**config.mk**
```make
export PLATFORM = sky130hd
export DESIGN_NAME = ram_port_arbiter
export DESIGN_NICKNAME = d
export VERILOG_FILES = /design/src/rtl/ram_port_arbiter.sv
export SDC_FILE = /design/constraint.sdc
export NUM_CORES = 1
export LEC_CHECK = 0
export CORE_AREA = 4 4 164 166
export DETAILED_ROUTE_END_ITERATION = 7
export DIE_AREA = 0 0 168 170
export PLACE_DENSITY = 0.74
export SYNTH_ARGS = -nofsm -noshare
export SYNTH_HDL_FRONTEND = slang
export SYNTH_SLANG_ARGS = --single-unit
```
**constraint.sdc**
```tcl
create_clock -name clk -period 5.7 [get_ports clk]
set_input_delay 0.57 -clock clk [delete_from_list [all_inputs] [get_ports clk]]
set_output_delay 0.57 -clock clk [all_outputs]
set_load 0.02 [all_outputs]
```
**src/rtl/ram_port_arbiter.sv**
```systemverilog
// ram_port_arbiter
//   Shares one single-port 1K x 32 byte-enabled RAM between two requesters
//   that use the core's strobe/busy memory protocol: port 0 is the RISC-V
//   core, port 1 is the PIM compute engine. Each port's request is latched,
//   the two are arbitrated (round-robin or fixed priority) and issued to the
//   RAM one access at a time.
//
// Ports
//   clk, reset_n            clock, synchronous active-low reset
//   pN_addr/wdata/wmask     byte address, write data, byte write mask (write strobe)
//   pN_rstrb                read strobe (single-cycle pulse)
//   pN_rdata                registered read data, held until the port's next read completes
//   pN_rbusy / pN_wbusy     read / write pending on that port
//   ram_addr/wdata/wen/rden/byteena   RAM command, held between accesses
//   ram_rdata               RAM read data, RD_LATENCY cycles after ram_rden
//   grant                   one-hot owner of the current access, 0 when idle
//   oob_err                 one-cycle pulse after an out-of-range access completes
module ram_port_arbiter #(
   parameter int ADDR_W     = 10,
   parameter int RD_LATENCY = 1,
   parameter bit FIXED_PRIO = 1'b0
) (
   input  logic              clk,
   input  logic              reset_n,
   input  logic [31:0]       p0_addr,
   input  logic [31:0]       p0_wdata,
   input  logic [3:0]        p0_wmask,
   input  logic              p0_rstrb,
   output logic [31:0]       p0_rdata,
   output logic              p0_rbusy,
   output logic              p0_wbusy,
   input  logic [31:0]       p1_addr,
   input  logic [31:0]       p1_wdata,
   input  logic [3:0]        p1_wmask,
   input  logic              p1_rstrb,
   output logic [31:0]       p1_rdata,
   output logic              p1_rbusy,
   output logic              p1_wbusy,
   output logic [ADDR_W-1:0] ram_addr,
   output logic [31:0]       ram_wdata,
   output logic              ram_wen,
   output logic              ram_rden,
   output logic [3:0]        ram_byteena,
   input  logic [31:0]       ram_rdata,
   output logic [1:0]        grant,
   output logic              oob_err
);

   typedef enum logic [1:0] {S_IDLE, S_ACCESS, S_RD_WAIT} state_t;

   state_t r_state, w_next;

   // per-port inputs gathered into arrays so capture logic is written once
   logic [1:0][31:0] w_in_addr, w_in_wdata;
   logic [1:0][3:0]  w_in_wmask;
   logic [1:0]       w_in_rstrb;

   // latched requests
   logic [1:0][31:0] r_addr, r_wdata, r_rdata;
   logic [1:0][3:0]  r_wmask;
   logic [1:0]       r_pend, r_wr;

   logic             r_sel;    // port owning the current access
   logic             r_last;   // port granted most recently (round-robin pointer)
   logic [1:0]       r_grant;
   logic [1:0]       r_cnt;
   logic             r_oob;

   logic [ADDR_W-1:0] r_ram_addr;
   logic [31:0]       r_ram_wdata;
   logic [3:0]        r_ram_byteena;
   logic              r_ram_wen, r_ram_rden;

   logic w_pick, w_pick_oob, w_sel_oob;
   logic w_unused;

   assign w_in_addr  = {p1_addr,  p0_addr};
   assign w_in_wdata = {p1_wdata, p0_wdata};
   assign w_in_wmask = {p1_wmask, p0_wmask};
   assign w_in_rstrb = {p1_rstrb, p0_rstrb};

   // byte-offset bits never reach the word-addressed RAM
   assign w_unused = ^{r_addr[0][1:0], r_addr[1][1:0]};

   // arbitration: a lone requester wins; on a tie the port not served last
   // wins, or port 0 always when FIXED_PRIO is set
   always_comb begin
      w_pick = 1'b0;
      if (r_pend == 2'b11)
         w_pick = FIXED_PRIO ? 1'b0 : ~r_last;
      else if (r_pend[1])
         w_pick = 1'b1;
   end

   assign w_pick_oob = |r_addr[w_pick][31:ADDR_W+2];
   assign w_sel_oob  = |r_addr[r_sel][31:ADDR_W+2];

   always_ff @(posedge clk) begin
      if (!reset_n) r_state <= S_IDLE;
      else          r_state <= w_next;
   end

   always_comb begin
      w_next = r_state;
      case (r_state)
         S_IDLE:    if (|r_pend) w_next = S_ACCESS;
         // writes and out-of-range reads finish in ACCESS
         S_ACCESS:  w_next = (r_wr[r_sel] || w_sel_oob) ? S_IDLE : S_RD_WAIT;
         S_RD_WAIT: if (r_cnt == 2'd1) w_next = S_IDLE;
         default:   w_next = S_IDLE;
      endcase
   end

   always_ff @(posedge clk) begin
      if (!reset_n) begin
         r_addr        <= '0;
         r_wdata       <= '0;
         r_wmask       <= '0;
         r_rdata       <= '0;
         r_pend        <= '0;
         r_wr          <= '0;
         r_sel         <= 1'b0;
         r_last        <= 1'b1;
         r_grant       <= '0;
         r_cnt         <= '0;
         r_oob         <= 1'b0;
         r_ram_addr    <= '0;
         r_ram_wdata   <= '0;
         r_ram_byteena <= '0;
         r_ram_wen     <= 1'b0;
         r_ram_rden    <= 1'b0;
      end else begin
         r_oob      <= 1'b0;
         r_ram_wen  <= 1'b0;
         r_ram_rden <= 1'b0;

         // capture: strobes arriving while a port is pending are dropped;
         // a write mask wins over a simultaneous read strobe
         for (int p = 0; p < 2; p++) begin
            if (!r_pend[p] && (w_in_wmask[p] != 4'b0 || w_in_rstrb[p])) begin
               r_addr[p]  <= w_in_addr[p];
               r_wdata[p] <= w_in_wdata[p];
               r_wmask[p] <= w_in_wmask[p];
               r_wr[p]    <= |w_in_wmask[p];
               r_pend[p]  <= 1'b1;
            end
         end

         case (r_state)
            S_IDLE: begin
               if (|r_pend) begin
                  r_sel         <= w_pick;
                  r_last        <= w_pick;
                  r_grant       <= w_pick ? 2'b10 : 2'b01;
                  // RAM command is registered here so it is live exactly
                  // during ACCESS and holds its value afterwards
                  r_ram_addr    <= r_addr[w_pick][ADDR_W+1:2];
                  r_ram_wdata   <= r_wdata[w_pick];
                  r_ram_byteena <= r_wr[w_pick] ? r_wmask[w_pick] : 4'hF;
                  r_ram_wen     <= r_wr[w_pick] & ~w_pick_oob;
                  r_ram_rden    <= ~r_wr[w_pick] & ~w_pick_oob;
               end
            end
            S_ACCESS: begin
               r_cnt <= 2'(RD_LATENCY);
               if (r_wr[r_sel] || w_sel_oob) begin
                  r_pend[r_sel] <= 1'b0;
                  r_grant       <= '0;
                  r_oob         <= w_sel_oob;
                  if (!r_wr[r_sel]) r_rdata[r_sel] <= '0;
               end
            end
            S_RD_WAIT: begin
               r_cnt <= r_cnt - 2'd1;
               if (r_cnt == 2'd1) begin
                  r_rdata[r_sel] <= ram_rdata;
                  r_pend[r_sel]  <= 1'b0;
                  r_grant        <= '0;
               end
            end
            default: ;
         endcase
      end
   end

   assign p0_rdata    = r_rdata[0];
   assign p1_rdata    = r_rdata[1];
   assign p0_rbusy    = r_pend[0] & ~r_wr[0];
   assign p0_wbusy    = r_pend[0] &  r_wr[0];
   assign p1_rbusy    = r_pend[1] & ~r_wr[1];
   assign p1_wbusy    = r_pend[1] &  r_wr[1];
   assign ram_addr    = r_ram_addr;
   assign ram_wdata   = r_ram_wdata;
   assign ram_wen     = r_ram_wen;
   assign ram_rden    = r_ram_rden;
   assign ram_byteena = r_ram_byteena;
   assign grant       = r_grant;
   assign oob_err     = r_oob;

endmodule

```
Yosys cells after proc, flatten, opt, wreduce, memory -nomap -nowiden
Cells that the tools add are included.

Flip-flop bits (word level): 261. Bits in latches: 0. RAM bits: 0. Bits in read-only memories: 0. Input port bits: 172. Memories: 0.

$add $sub $neg: 1. $mul: 0. Div/mod/pow operators: 0. Magnitude comparators: 3. Equal/unequal tests: 8. Shift-type cells: 0. Muxes and demuxes: 40. Bitwise gates (word level): 15. Reduce and logical (&&, ||, !) cells: 24.

Operators by type and width (number): two-way mux 32 bit (7); two-way mux 64 bit (3); one-hot mux 64 bit (2 select lines) (1); bitwise AND 64 bit (1); bitwise mux 64 bit (1); NOT 64 bit (1); OR reduction 20 bit (2); demux 32 bit (select 1 bit) (1); two-way mux 2 bit (8); two-way mux 4 bit (3); one-hot mux 2 bit (3 select lines) (2); two-way mux 1 bit (11); != test 2 bit, second input constant (4); one-hot mux 2 bit (2 select lines) (2); AND reduction 4 bit (2); nonzero test 4 bit (2); OR reduction 4 bit (2); bitwise AND 1 bit (6); AND reduction 3 bit (2); NOT 1 bit (5); equality test 2 x 1 -> 1 bit, second input constant (2); equality test 2 bit, second input constant (2); < comparator 1 x 2 -> 1 bit, second input constant (2); AND reduction 2 bit (2); 12 further kinds (17).

Longest topological paths before layout
Depth after elaboration: 9. Gate-level depth with buffers: 9. Gate-level depth less buffers: 7.

Worst setup path after synthesis
No wires, ideal clock.

Path type: reg2reg. Start: reg r_state[0]. End: reg r_grant[0], in the netlist grant[0]. Library setup time: 122 ps. Arrival time: 1936 ps. Data required time: 5578 ps. Slack: 3642 ps. Stages on the path, launching flop included: 9. Path buffers: 1. Period minus slack after synthesis: 2058 ps. Cells stage by stage: dfxtp_1 inv_1 ha_1 buf_2 nor2b_1 or2_2 nor2_1 mux2_2 o311a_1.

Longest elaborated chain between the ends: 3. Elaborated cells on any way between the ends: 9. Classes of those cells: 5 x eq/ne; 1 x mux; 3 x reduce/logical.

Ends and longest elaborated chain: start, declared (RTL line 51) `state_t r_state, w_next;`; start signal, assigned (RTL line 100) `else r_state <= w_next;`; equality test 2 x 1 -> 1 bit, or another cell as far along (RTL line 149) `case (r_state)`; != test 2 bit (no line) or nonzero test 3 bit (tied branches); AND reduction 4 bit (no line); end signal, assigned (RTL line 154) `r_grant <= w_pick ? 2'b10 : 2'b01;`; end, declared (RTL line 65) `logic [1:0] r_grant;`.

Parallel ways exist; a longest one is shown, timed or not. A chain may end at the register's enable or synchronous reset.

Final worst setup path
Start: in p0_wmask[0]. End: reg r_wdata[0] in the netlist's numbering.

Longest elaborated chain between the ends: 3.

Ends and longest elaborated chain: start, declared (RTL line 27) `input logic [3:0] p0_wmask,`; nonzero test 4 bit (RTL line 140) `if (!r_pend[p] && (w_in_wmask[p] != 4'b0 || w_in_rstrb[p])) begin`; logical OR 1 bit (RTL line 140); logical AND 1 bit (RTL line 140); end signal, assigned by index (RTL line 142) `r_wdata[p] <= w_in_wdata[p];`; end, declared (RTL line 59) `logic [1:0][31:0] r_addr, r_wdata, r_rdata;`.

Every way passes these cells.

==> results.txt <==
----------------------------------------------------
[Clock network]
  Insertion delay to the later sink of the worst-skew pair ... 540 ps
  Number of buffers added to fix hold violations after cts ... 0
  Clock tree from TritonCTS ... built
  Clock sinks ... 257
  TritonCTS Buffers ... 28
  Clk buf depth ... 3
  Post-CTS sizing ... 0
  Number of setup buffers added after CTS ... 0
  Clock transition at the registers of the reported paths ... 60 ps
  H-tree level count ... 1
  Buffer type at the clock tree root ... sky130_fd_sc_hd__clkbuf_16

[Synth]
  Adder-Cell Fraction of Synth Area ... 0.00582
  Fraction of the mapped netlist area in compound gates ... 0.224
  Synthesized area per cell ... roughly 8.9 µm²
  Number of flops mapped to enable cells by yosys ... 0
  Count of yosys warnings during synthesis ... 0
  Register area share after synthesis ... 0.479
  Synthesized netlist cell count ... 1202
  XOR/XNOR share of the synthesized area ... 0
  Post-synth top flop ... sky130_fd_sc_hd__dfxtp_1
  FF+latch count, synth ... about 260
  Mux share of post-synthesis cell area ... 0.0505
  Yosys cell types ... 44
  Share of async-settable or async-resettable flops after synthesis ... 0
  Main combinational cell family by area after synthesis ... compound AO/OA/AOI/OAI gates
  Post-synthesis share of cell area spent on and, or, nand and nor gates ... 0.186
  Netlist area before placement ... 10700 µm²
  Net count after synthesis ... 1379

[Placed design]
  Post-DP HPWL ... between 15000 and 20000 µm
  Count of buffers from port buffering ... 286
  Final Wtd Congestion ... 0.817

[Worst setup path]
  Cell count of the worst reg-to-reg path ... 8
  Type of the setup path with the least slack ... input pin to register
  Slowest CP cell ... sky130_fd_sc_hd__or2_2
  Cells traversed along the worst timing path ... clkdlybuf4s50_1, or4_4, nor2_1, or2_2, buf_4, nand2_1, a21boi_0
  Worst r2r dst ... grant[1]
  Data arrival time of the critical path ... 3250 ps
  R2r setup slk ... 3180 ps
  Setup crit start ... p0_wmask[0]
  Worst R2R Start ... r_state[0]
  Crit start category ... input pin
  Endpoint class of the critical path ... register
  Required @ worst endpoint ... 6170 ps
  Delay of the slowest cell on the worst path ... 590 ps
  Maximum fanout count along the critical path ... 33

[STA]
  Worst Skew ... ~11 ps
  Slew Limit Headroom ... 0.260
  Endpoints failing hold ... 0
  Setup TNS Final ... 0 ps
  F_max ... 359 MHz
  Fin. max-slew vios ... 0
  Fin crit period ... 2780 ps
  Unrepaired setup endpoints after global routing ... false
  Fraction of the cycle the final worst path needs ... 0.488
  Setup violation total in the final timing report ... 0
  Transition time at the pin with the least slew margin ... around 1100 ps

[Die]
  Floorplan die area ... between 20000 and 30000 µm²
  Core area ... 25600 µm²
  Die width ... 168 µm
  Initial standard-cell utilization of the core ... 0.420
  Number of core rows ... 59
  Top-level I/O count ... 291
  Y dimension of the die ... 170 µm

[GRT]
  Total Routing Usage GR ... 0.210
  Global-route wire length before repair ... 49800 µm
  Gr ovfl total ... 0
  Via count of the first global-routing pass ... roughly 9400
  Pin count of the biggest net entering global routing ... 166
  Antenna violations before repair ... 4

[Cells and area]
  Number of fill cells in the layout ... 2266
  Final core occ ... 0.570
  Share of post-route cells with drive strength above 1 ... 0.0554
  Leading cell type in the layout, fill and taps excluded ... sky130_fd_sc_hd__nand2_1
  Number of nets at the end of the flow ... roughly 1600
  Most frequent cells in the layout ... sky130_fd_sc_hd__nand2_1, sky130_fd_sc_hd__clkdlybuf4s50_1, sky130_fd_sc_hd__dfxtp_1, sky130_fd_sc_hd__a21boi_1, sky130_fd_sc_hd__o21ai_0
  Area added between synthesis and finish ... 35.9%

[Power]
  Int Pwr ... 3490 µW
  Leakage component of the power ... approximately 0.0058 µW
  Power density relative to cell area ... 326 nW/µm²
  VDD IR max ... roughly 0.00020 V
  Switching power as a share of total power ... 0.268
  Combinational fraction of design power ... 0.178
  Clock group share of total power ... 0.398
  Sw Pwr ... roughly 1300 µW
  Part of the total power dissipated in sequential elements ... 0.424

[Detailed routing]
  First DRT Iteration DRCs ... 629
  First-pass DRT Iterations ... 5
  Drc violations ... 0
  Total Routed Length ... 31600 µm
  Via count ... 9529
  DRT antenna net count ... 0
  Wirelength per Cell ... 17.7 µm
  Vias per cell ... ~5.3

[Worst hold path]
  Hold Path Sink ... r_addr[11]
  Worst hold start ... r_addr[11]
  Number of instances on the worst hold path ... 2
  Type of the worst min-delay path ... register to register

[Outcome]
  Run status ... finished, final reports clean

[Run]
  Number of max-capacitance violations reported ... 0

----------------------------------------------------
[flip-flops by register name, indices dropped and copies added, names as in the netlist]
register     cells
ram_wdata       32
r_wdata         64
r_addr          60
p0_rdata        32
r_state          2
ram_addr        10
r_last           1
r_pend           2
ram_wen          1
ram_rden         1
grant            2
p1_rdata        32
r_wr             2
ram_byteena      4
r_cnt            2
r_sel            1
oob_err          1
r_wmask          8
[power groups by stage]
stage	logic [µW]	clock network (µW)	registers (µW)
2_1_floorplan	457	0	2100
3_3_place_gp	841	0	2050
3_5_place_dp	852	0	2060
4_1_cts	858	1940	2020
5_1_grt	929	2010	2040
6_report	848	1900	2020
[Yosys cell counts, types with 2 or more instances]
| master | number | area (µm²) |
|---|---|---|
| sky130_fd_sc_hd__nand2_1 | 299 | 1120 |
| sky130_fd_sc_hd__dfxtp_1 | 257 | 5140 |
| sky130_fd_sc_hd__a21boi_1 | 126 | 946 |
| sky130_fd_sc_hd__o21ai_0 | 74 | 370 |
| sky130_fd_sc_hd__a21boi_0 | 69 | 518 |
| sky130_fd_sc_hd__clkbuf_1 | 69 | 259 |
| sky130_fd_sc_hd__nand4_1 | 66 | 413 |
| sky130_fd_sc_hd__mux2i_1 | 52 | 521 |
| sky130_fd_sc_hd__o211a_1 | 42 | 420 |
| sky130_fd_sc_hd__buf_2 | 25 | 125 |
| sky130_fd_sc_hd__buf_6 | 14 | 158 |
| sky130_fd_sc_hd__nor2b_1 | 14 | 87.6 |
| sky130_fd_sc_hd__nor2_1 | 11 | 41.3 |
| sky130_fd_sc_hd__nand3_1 | 9 | 45.0 |
| sky130_fd_sc_hd__nor4_1 | 8 | 50.1 |
| sky130_fd_sc_hd__inv_1 | 6 | 22.5 |
| sky130_fd_sc_hd__ha_1 | 5 | 62.6 |
| sky130_fd_sc_hd__a21oi_1 | 4 | 20.0 |
| sky130_fd_sc_hd__buf_4 | 4 | 30.0 |
| sky130_fd_sc_hd__nand3b_1 | 4 | 30.0 |
| sky130_fd_sc_hd__o311ai_0 | 4 | 35.0 |
| sky130_fd_sc_hd__a31oi_1 | 3 | 18.8 |
| sky130_fd_sc_hd__and2_1 | 3 | 18.8 |
| sky130_fd_sc_hd__and3_1 | 3 | 18.8 |
| sky130_fd_sc_hd__and4_1 | 3 | 26.3 |
| sky130_fd_sc_hd__o31ai_1 | 3 | 22.5 |
| sky130_fd_sc_hd__a22oi_1 | 2 | 15.0 |
| sky130_fd_sc_hd__mux2_2 | 2 | 22.5 |
| sky130_fd_sc_hd__nand2b_1 | 2 | 12.5 |
| sky130_fd_sc_hd__o311a_1 | 2 | 20.0 |
| sky130_fd_sc_hd__or2_1 | 2 | 12.5 |
| sky130_fd_sc_hd__or3_1 | 2 | 12.5 |
| sky130_fd_sc_hd__or4_4 | 2 | 22.5 |
[per-layer routing]
| layer | routed length, µm | share of wire | vias to the layer above | track usage |
|---|---|---|---|---|
| met5 | 0 | 0 | - | 0 |
| met4 | 1420 | 0.045 | 0 | 0.0868 |
| met3 | 1940 | 0.061 | 80 | 0.0411 |
| met2 | 14500 | 0.46 | 292 | 0.341 |
| met1 | 13700 | 0.43 | 4523 | 0.277 |
| li1 | - | - | 4634 | - |
[stage by stage]
stage                     hold WS [ps]  total power, µW  setup WS [ps]  instance area (µm²)  cells
after CTS                          452             4820           2930                14600   1779
final                              449             4770           2920                14600   1783
after global routing               468             4980           2730                14600   1783
after global placement             440             2890           2440                13600   1727
after floorplan                    434             2560           3640                10700   1202
after detailed placement           444             2910           2390                13600   1727
[logic make-up after synthesis]
group,count (synthesis)
AOI/OAI and AO/OA,332
adders and majority gates,5
and+or+nand+nor,436
DFF,257
buffers and inverters,118
muxes,54
[worst max-delay path: cells and delay by family]
kind                   cells  cell delay, ps
buffers and inverters      2             960
and+or+nand+nor            4            1520
AOI/OAI and AO/OA          1             170
[how the worst max path moves through the flow]
stage,depth (start not counted),endpoint,slack (ps)
2_1_floorplan,8,grant[0],3640
3_3_place_gp,7,r_wdata[0],2440
3_5_place_dp,7,r_wdata[22],2390
4_1_cts,7,r_wdata[0],2930
5_1_grt,7,r_wdata[0],2730
6_report,7,r_wdata[0],2920
[final cells by class]
class | count | area [µm²] | area share
diodes | 4 | 10.0 | 0.000685
inverters | 6 | 22.5 | 0.00154
well taps | 335 | 419 | 0.0287
repair buffers | 302 | 2980 | 0.204
clock inverters | 10 | 128 | 0.00874
multi-input cells | 827 | 5040 | 0.345
flip-flops and latches | 257 | 5140 | 0.352
clock buffers | 42 | 855 | 0.0585
Note: power is estimated with default switching activity, not from simulation.
